File: src/rtl/seq_det_pkg.sv
// Shared types and helpers for the programmable serial pattern detector.
package seq_det_pkg;

    typedef enum logic {
        IDLE = 1'b0,
        RUN  = 1'b1
    } state_t;

    // Patterns longer than this cannot be compared against the mask.
    localparam int MASK_W = 32;

    function automatic int calc_len_w(input int max_len);
        return $clog2(max_len + 1);
    endfunction

    // Ones in bit positions [len-1:0], zeros above.
    function automatic logic [MASK_W-1:0] len_mask(input int len);
        logic [MASK_W-1:0] m;
        m = '0;
        for (int i = 0; i < MASK_W; i++) begin
            if (i < len) m[i] = 1'b1;
        end
        return m;
    endfunction

endpackage

File: src/rtl/seq_detector_prog_hist.sv
// Serial history shift register with a saturating fill counter.
module seq_hist_shift
    import seq_det_pkg::*;
#(
    parameter int MAX_LEN = 8,
    parameter int LEN_W   = calc_len_w(MAX_LEN)
) (
    input  logic               clk,
    input  logic               rst,
    input  logic               clear_i,
    input  logic               shift_i,
    input  logic               bit_i,
    input  logic               restart_i,
    output logic [MAX_LEN-1:0] hist_shift_o,
    output logic [LEN_W-1:0]   fill_shift_o
);

    logic [MAX_LEN-1:0] hist_q;
    logic [LEN_W-1:0]   fill_q;

    // Preview of the post-shift values so the match can be judged this cycle.
    assign hist_shift_o = {hist_q[MAX_LEN-2:0], bit_i};
    assign fill_shift_o = (fill_q == LEN_W'(MAX_LEN)) ? fill_q : fill_q + LEN_W'(1);

    always_ff @(posedge clk) begin
        if (rst || clear_i) begin
            hist_q <= '0;
            fill_q <= '0;
        end else if (shift_i) begin
            hist_q <= hist_shift_o;
            fill_q <= restart_i ? '0 : fill_shift_o;
        end
    end

endmodule

File: src/rtl/seq_detector_prog.sv
// Runtime-programmable serial bit-pattern detector with match pulse and saturating count.
module seq_detector_prog
    import seq_det_pkg::*;
#(
    parameter int MAX_LEN = 8,
    parameter int CNT_W   = 16,
    parameter int LEN_W   = calc_len_w(MAX_LEN)
) (
    input  logic               clk,
    input  logic               rst,
    input  logic               cfg_load,
    input  logic [MAX_LEN-1:0] cfg_pattern,
    input  logic [LEN_W-1:0]   cfg_len,
    input  logic               cfg_overlap,
    input  logic               x_valid,
    input  logic               x,
    output logic               z,
    output logic [CNT_W-1:0]   match_count,
    output logic               armed,
    output logic               cfg_err
);

    state_t             state_q, state_d;
    logic [MAX_LEN-1:0] pat_q, pat_d;
    logic [LEN_W-1:0]   len_q, len_d;
    logic               ovl_q, ovl_d;
    logic               z_q, z_d;
    logic [CNT_W-1:0]   cnt_q, cnt_d;
    logic               err_q, err_d;

    logic               cfg_ok;
    logic               bit_take;
    logic               match;
    logic [MAX_LEN-1:0] hist_shift;
    logic [LEN_W-1:0]   fill_shift;
    logic [MASK_W-1:0]  mask;
    logic [MASK_W-1:0]  diff;

    assign cfg_ok   = (cfg_len != '0) && (cfg_len <= LEN_W'(MAX_LEN));
    assign bit_take = (state_q == RUN) && x_valid && !cfg_load;

    assign mask  = len_mask(int'(len_q));
    assign diff  = (MASK_W'(hist_shift) ^ MASK_W'(pat_q)) & mask;
    assign match = bit_take && (fill_shift >= len_q) && (diff == '0);

    seq_hist_shift #(
        .MAX_LEN (MAX_LEN),
        .LEN_W   (LEN_W)
    ) u_hist (
        .clk          (clk),
        .rst          (rst),
        .clear_i      (cfg_load),
        .shift_i      (bit_take),
        .bit_i        (x),
        .restart_i    (match && !ovl_q),
        .hist_shift_o (hist_shift),
        .fill_shift_o (fill_shift)
    );

    always_comb begin
        state_d = state_q;
        pat_d   = pat_q;
        len_d   = len_q;
        ovl_d   = ovl_q;
        cnt_d   = cnt_q;
        z_d     = 1'b0;
        err_d   = 1'b0;
        if (cfg_load) begin
            if (cfg_ok) begin
                state_d = RUN;
                pat_d   = cfg_pattern;
                len_d   = cfg_len;
                ovl_d   = cfg_overlap;
                cnt_d   = '0;
            end else begin
                // Rejected config disarms but keeps the count for status readers.
                state_d = IDLE;
                pat_d   = '0;
                len_d   = '0;
                ovl_d   = 1'b0;
                err_d   = 1'b1;
            end
        end else if (match) begin
            z_d   = 1'b1;
            cnt_d = (&cnt_q) ? cnt_q : cnt_q + CNT_W'(1);
        end
    end

    always_ff @(posedge clk) begin
        if (rst) begin
            state_q <= IDLE;
            pat_q   <= '0;
            len_q   <= '0;
            ovl_q   <= 1'b0;
            z_q     <= 1'b0;
            cnt_q   <= '0;
            err_q   <= 1'b0;
        end else begin
            state_q <= state_d;
            pat_q   <= pat_d;
            len_q   <= len_d;
            ovl_q   <= ovl_d;
            z_q     <= z_d;
            cnt_q   <= cnt_d;
            err_q   <= err_d;
        end
    end

    assign z           = z_q;
    assign match_count = cnt_q;
    assign armed       = (state_q == RUN);
    assign cfg_err     = err_q;

endmodule

File: config.mk
export PLATFORM = sky130hd
export DESIGN_NAME = seq_detector_prog
export DESIGN_NICKNAME = d
export VERILOG_FILES = /design/src/rtl/seq_det_pkg.sv /design/src/rtl/seq_detector_prog_hist.sv /design/src/rtl/seq_detector_prog.sv
export SDC_FILE = /design/constraint.sdc
export NUM_CORES = 1
export LEC_CHECK = 0
export CAP_MARGIN = 5
export CORE_MARGIN = 2
export CORE_UTILIZATION = 55
export DETAILED_ROUTE_END_ITERATION = 7
export GPL_ROUTABILITY_DRIVEN = 0
export PLACE_DENSITY_LB_ADDON = 0.12
export SYNTH_ARGS = -nofsm -noshare
export SYNTH_HDL_FRONTEND = slang
export SYNTH_SLANG_ARGS = --single-unit
File: constraint.sdc
create_clock -name clk -period 4.25 [get_ports clk]
set_input_delay 0.425 -clock clk [delete_from_list [all_inputs] [get_ports clk]]
set_output_delay 0.425 -clock clk [all_outputs]
set_load 0.05 [all_outputs]
==> flow_metrics.env <==
export IMPL_root_buffer="clkbuf_8"
export IMPL_layout_min_cycle_time_ns=3.11
export IMPL_skew_ns=0.00639
export IMPL_cts_resized=0
export IMPL_nFillCells=325
export IMPL_synthCells=250
export IMPL_slew_headroom=0.481
export IMPL_internal_power_w=0.000556
export IMPL_wire_per_inst_um=15.2
export IMPL_layout_nets=306
export IMPL_routed_wl_um=5010
export IMPL_grt_start_max_net_pins=34
export IMPL_grt_pass1_vias=1798
export IMPL_htree_levels=2
export IMPL_critPathMaxStageDelay_ns=0.48
export IMPL_hpwl_um=3510
export IMPL_final_area_um2=2650
export IMPL_crit_fanout=33
export IMPL_synth_ff_type="dfxtp_1"
export IMPL_min_from="u_hist.hist_q[3]"
export IMPL_power_switching_share=0.256
export IMPL_dieArea_um2=4510
export IMPL_start_kind="flip-flop"
export IMPL_area_growth_pct=21.1
export IMPL_core_area_um2=3740
export IMPL_fp_row_count=22
export IMPL_finalPower_w=0.000747
export IMPL_die_w_um=67.1
export IMPL_vias_per_cell=6.11
export IMPL_regToRegSetupSlack_ns=1.14
export IMPL_postCtsSetupRepairBufs=0
export IMPL_fin_ws_ns=1.14
export IMPL_min_to="u_hist.hist_q[4]"
export IMPL_yosysUniqueCellTypes=46
export IMPL_grt_use_total=0.244
export IMPL_final_common_cell="dfxtp_1"
export IMPL_drc=0
export IMPL_clk_pin_slew_ns=0.09
export IMPL_leakage_nw=1.05
export IMPL_avgSynthCellArea_um2=8.77
export IMPL_r2r_end="match_count[13]"
export IMPL_critPathSlowestCell="o311a_1"
export IMPL_cap_viol_max_count=0
export IMPL_critPathBufInv=1
export IMPL_final_cell_mix="dfxtp_1, clkdlybuf4s50_1, nand2_1, a21oi_1, nand3_1"
export IMPL_critPathKind="flip-flop to flip-flop"
export IMPL_final_hold_viol_count=0
export IMPL_antenna_cells=0
export IMPL_power_density_nw_per_um2=281
export IMPL_io_buffers=36
export IMPL_pwr_share_seq=0.556
export IMPL_insertion_delay_ns=0.30
export IMPL_fmax_mhz=322
export IMPL_maxSlewViolCount=0
export IMPL_placedInstanceArea_um2=2560
export IMPL_ys_seq_elements=43
export IMPL_cts_buffers=5
export IMPL_p_sw_w=0.000191
export IMPL_cts_tree="yes"
export IMPL_cts_buffer_depth=2
export IMPL_hold_path_class="flip-flop to flip-flop"
export IMPL_crit_chain="inv_1, ha_1, nand2_1, nor2_1, nor2_1, ha_1, o21a_1, o22ai_1, nor3_2, nand4_4, o311a_1, a211o_1"
export IMPL_comb_power_share=0.094
export IMPL_grt_pass1_wl_um=8280
export IMPL_dr_pass1_iters=4
export IMPL_initial_core_util=0.586
export IMPL_outcome="completed"
export IMPL_post_place_ws_ns=0.954
export IMPL_holdBufCountCts=0
export IMPL_worstMarginPinSlew_ns=0.776
export IMPL_syn_area_um2=2190
export IMPL_whs_path_depth=2
export IMPL_vdd_ir_drop_max_mv=0.237
export IMPL_reg2regPathDepth=12
export IMPL_worstPathRequired_ns=4.45
export IMPL_numClockSinks=43
export IMPL_drt_iter0_markers=130
export IMPL_async_reset_ff_frac=0
export IMPL_syn_num_nets=275
export IMPL_power_frac_clock=0.350
export IMPL_die_h_um=67.1
export IMPL_synth_edf_count=0
export IMPL_ys_warnings_count=0
export IMPL_timing_final_crit_share=0.731
export IMPL_drive_above_1_share=0.0496
export IMPL_cp_arrival_ns=3.30
export IMPL_antenna_found_initial=0
export IMPL_finalSetupViolations=0
export IMPL_io_pins=37
export IMPL_critPathCaptureType="flip-flop"
export IMPL_vias=2017
export IMPL_crit_family="simple AND/OR/NAND/NOR gates"
export IMPL_yosysSeqAreaShare=0.393
export IMPL_postRouteAntennaNets=0
export IMPL_fin_setup_tns_ns=0
export IMPL_grt_setup_unrepaired="false"
export IMPL_rr_startpoint="u_hist.fill_q[0]"
export IMPL_gr_total_overflow=0
[flip-flops by register name (all words and copies together), names as in the netlist]
register       cells
match_count       16
z                  1
armed              1
ovl_q              1
pat_q              8
u_hist.fill_q      4
cfg_err            1
u_hist.hist_q      7
len_q              4
[cells by family after synthesis]
group           count (synthesis)  synth area share
flops                          43             0.393
compound gates                 65             0.224
fa+ha+maj                       7            0.0400
simple gates                  103             0.257
buf+inv                        20            0.0388
xor+xnor                       12            0.0479
[worst register-to-register path: stages (launching register included)]
cell and delay [ns]:
dfxtp_1 0.40, inv_1 0.11, ha_1 0.20, nand2_1 0.08, nor2_1 0.07, nor2_1 0.20
ha_1 0.21, o21a_1 0.13, o22ai_1 0.08, nor3_2 0.35, nand4_4 0.43, o311a_1 0.49
a211o_1 0.26
[metal layers]
| layer | GRT usage | wire length, um |
|---|---|---|
| met1 | 0.313 | 2370 |
| met2 | 0.402 | 2300 |
| met3 | 0.0533 | 262 |
| met4 | 0.0867 | 79 |
| met5 | 0 | 0 |
[worst max-delay path by stage]
stage                     start               to  slack [ns]  cells past startpoint
2_1_floorplan  u_hist.fill_q[0]   match_count[4]        1.51                     14
3_3_place_gp           cfg_load  match_count[13]        1.05                      7
3_5_place_dp           cfg_load  match_count[13]        0.95                      7
4_1_cts        u_hist.fill_q[0]  match_count[13]        1.16                     12
5_1_grt        u_hist.fill_q[0]  match_count[13]        0.89                     12
6_report       u_hist.fill_q[0]  match_count[13]        1.14                     12
[stage by stage]
stage	cells	hold slack [ns]	utilization
after floorplan	250	0.449	-
after global placement	322	0.458	0.685
after detailed placement	322	0.470	0.685
after CTS	330	0.488	0.709
after global routing	330	0.505	0.709
final	330	0.489	0.709
[cells in the mapped netlist, drive strengths merged (2+ instances only)]
cell type / instances / area, um2
and4: 4 / 35.0
nor3: 6 / 35.0
a22o: 14 / 123
nand3b: 2 / 15.0
xnor2: 7 / 61.3
nor3b: 2 / 15.0
a21o: 4 / 31.3
dfxtp: 43 / 861
o211a: 7 / 70.1
o211ai: 4 / 30.0
nand2: 30 / 113
nand4: 6 / 52.6
inv: 6 / 22.5
xor2: 5 / 43.8
a21oi: 16 / 80.1
o21ai: 5 / 25.0
nand3: 15 / 75.1
and2: 4 / 25.0
nand2b: 3 / 18.8
ha: 7 / 87.6
clkbuf: 11 / 41.3
nor4: 8 / 50.1
a211o: 7 / 61.3
nor2: 11 / 41.3
buf: 3 / 21.3
o22ai: 2 / 12.5
or4: 3 / 22.5
and3: 2 / 12.5
[layout make-up]
class	instances	area, um2	share of cell area
Sequential cell	43	861	0.324
Clock inverter	3	20.0	0.00754
Inverter	6	22.5	0.00849
Tap cell	48	60.1	0.0226
Timing Repair Buffer	38	375	0.141
Clock buffer	5	68.8	0.0259
Multi-Input combinational cell	187	1250	0.470
[power groups by stage]
| stage | Combinational, W | Clock, W | Sequential (W) |
|---|---|---|---|
| 6_report | 0.0000699 | 0.000261 | 0.000416 |
| 3_3_place_gp | 0.0000686 | 0 | 0.000425 |
| 4_1_cts | 0.0000701 | 0.000268 | 0.000416 |
| 3_5_place_dp | 0.0000697 | 0 | 0.000425 |
| 5_1_grt | 0.0000763 | 0.000279 | 0.000417 |
| 2_1_floorplan | 0.0000374 | 0 | 0.000427 |
Power figures use the tool's default switching activity.
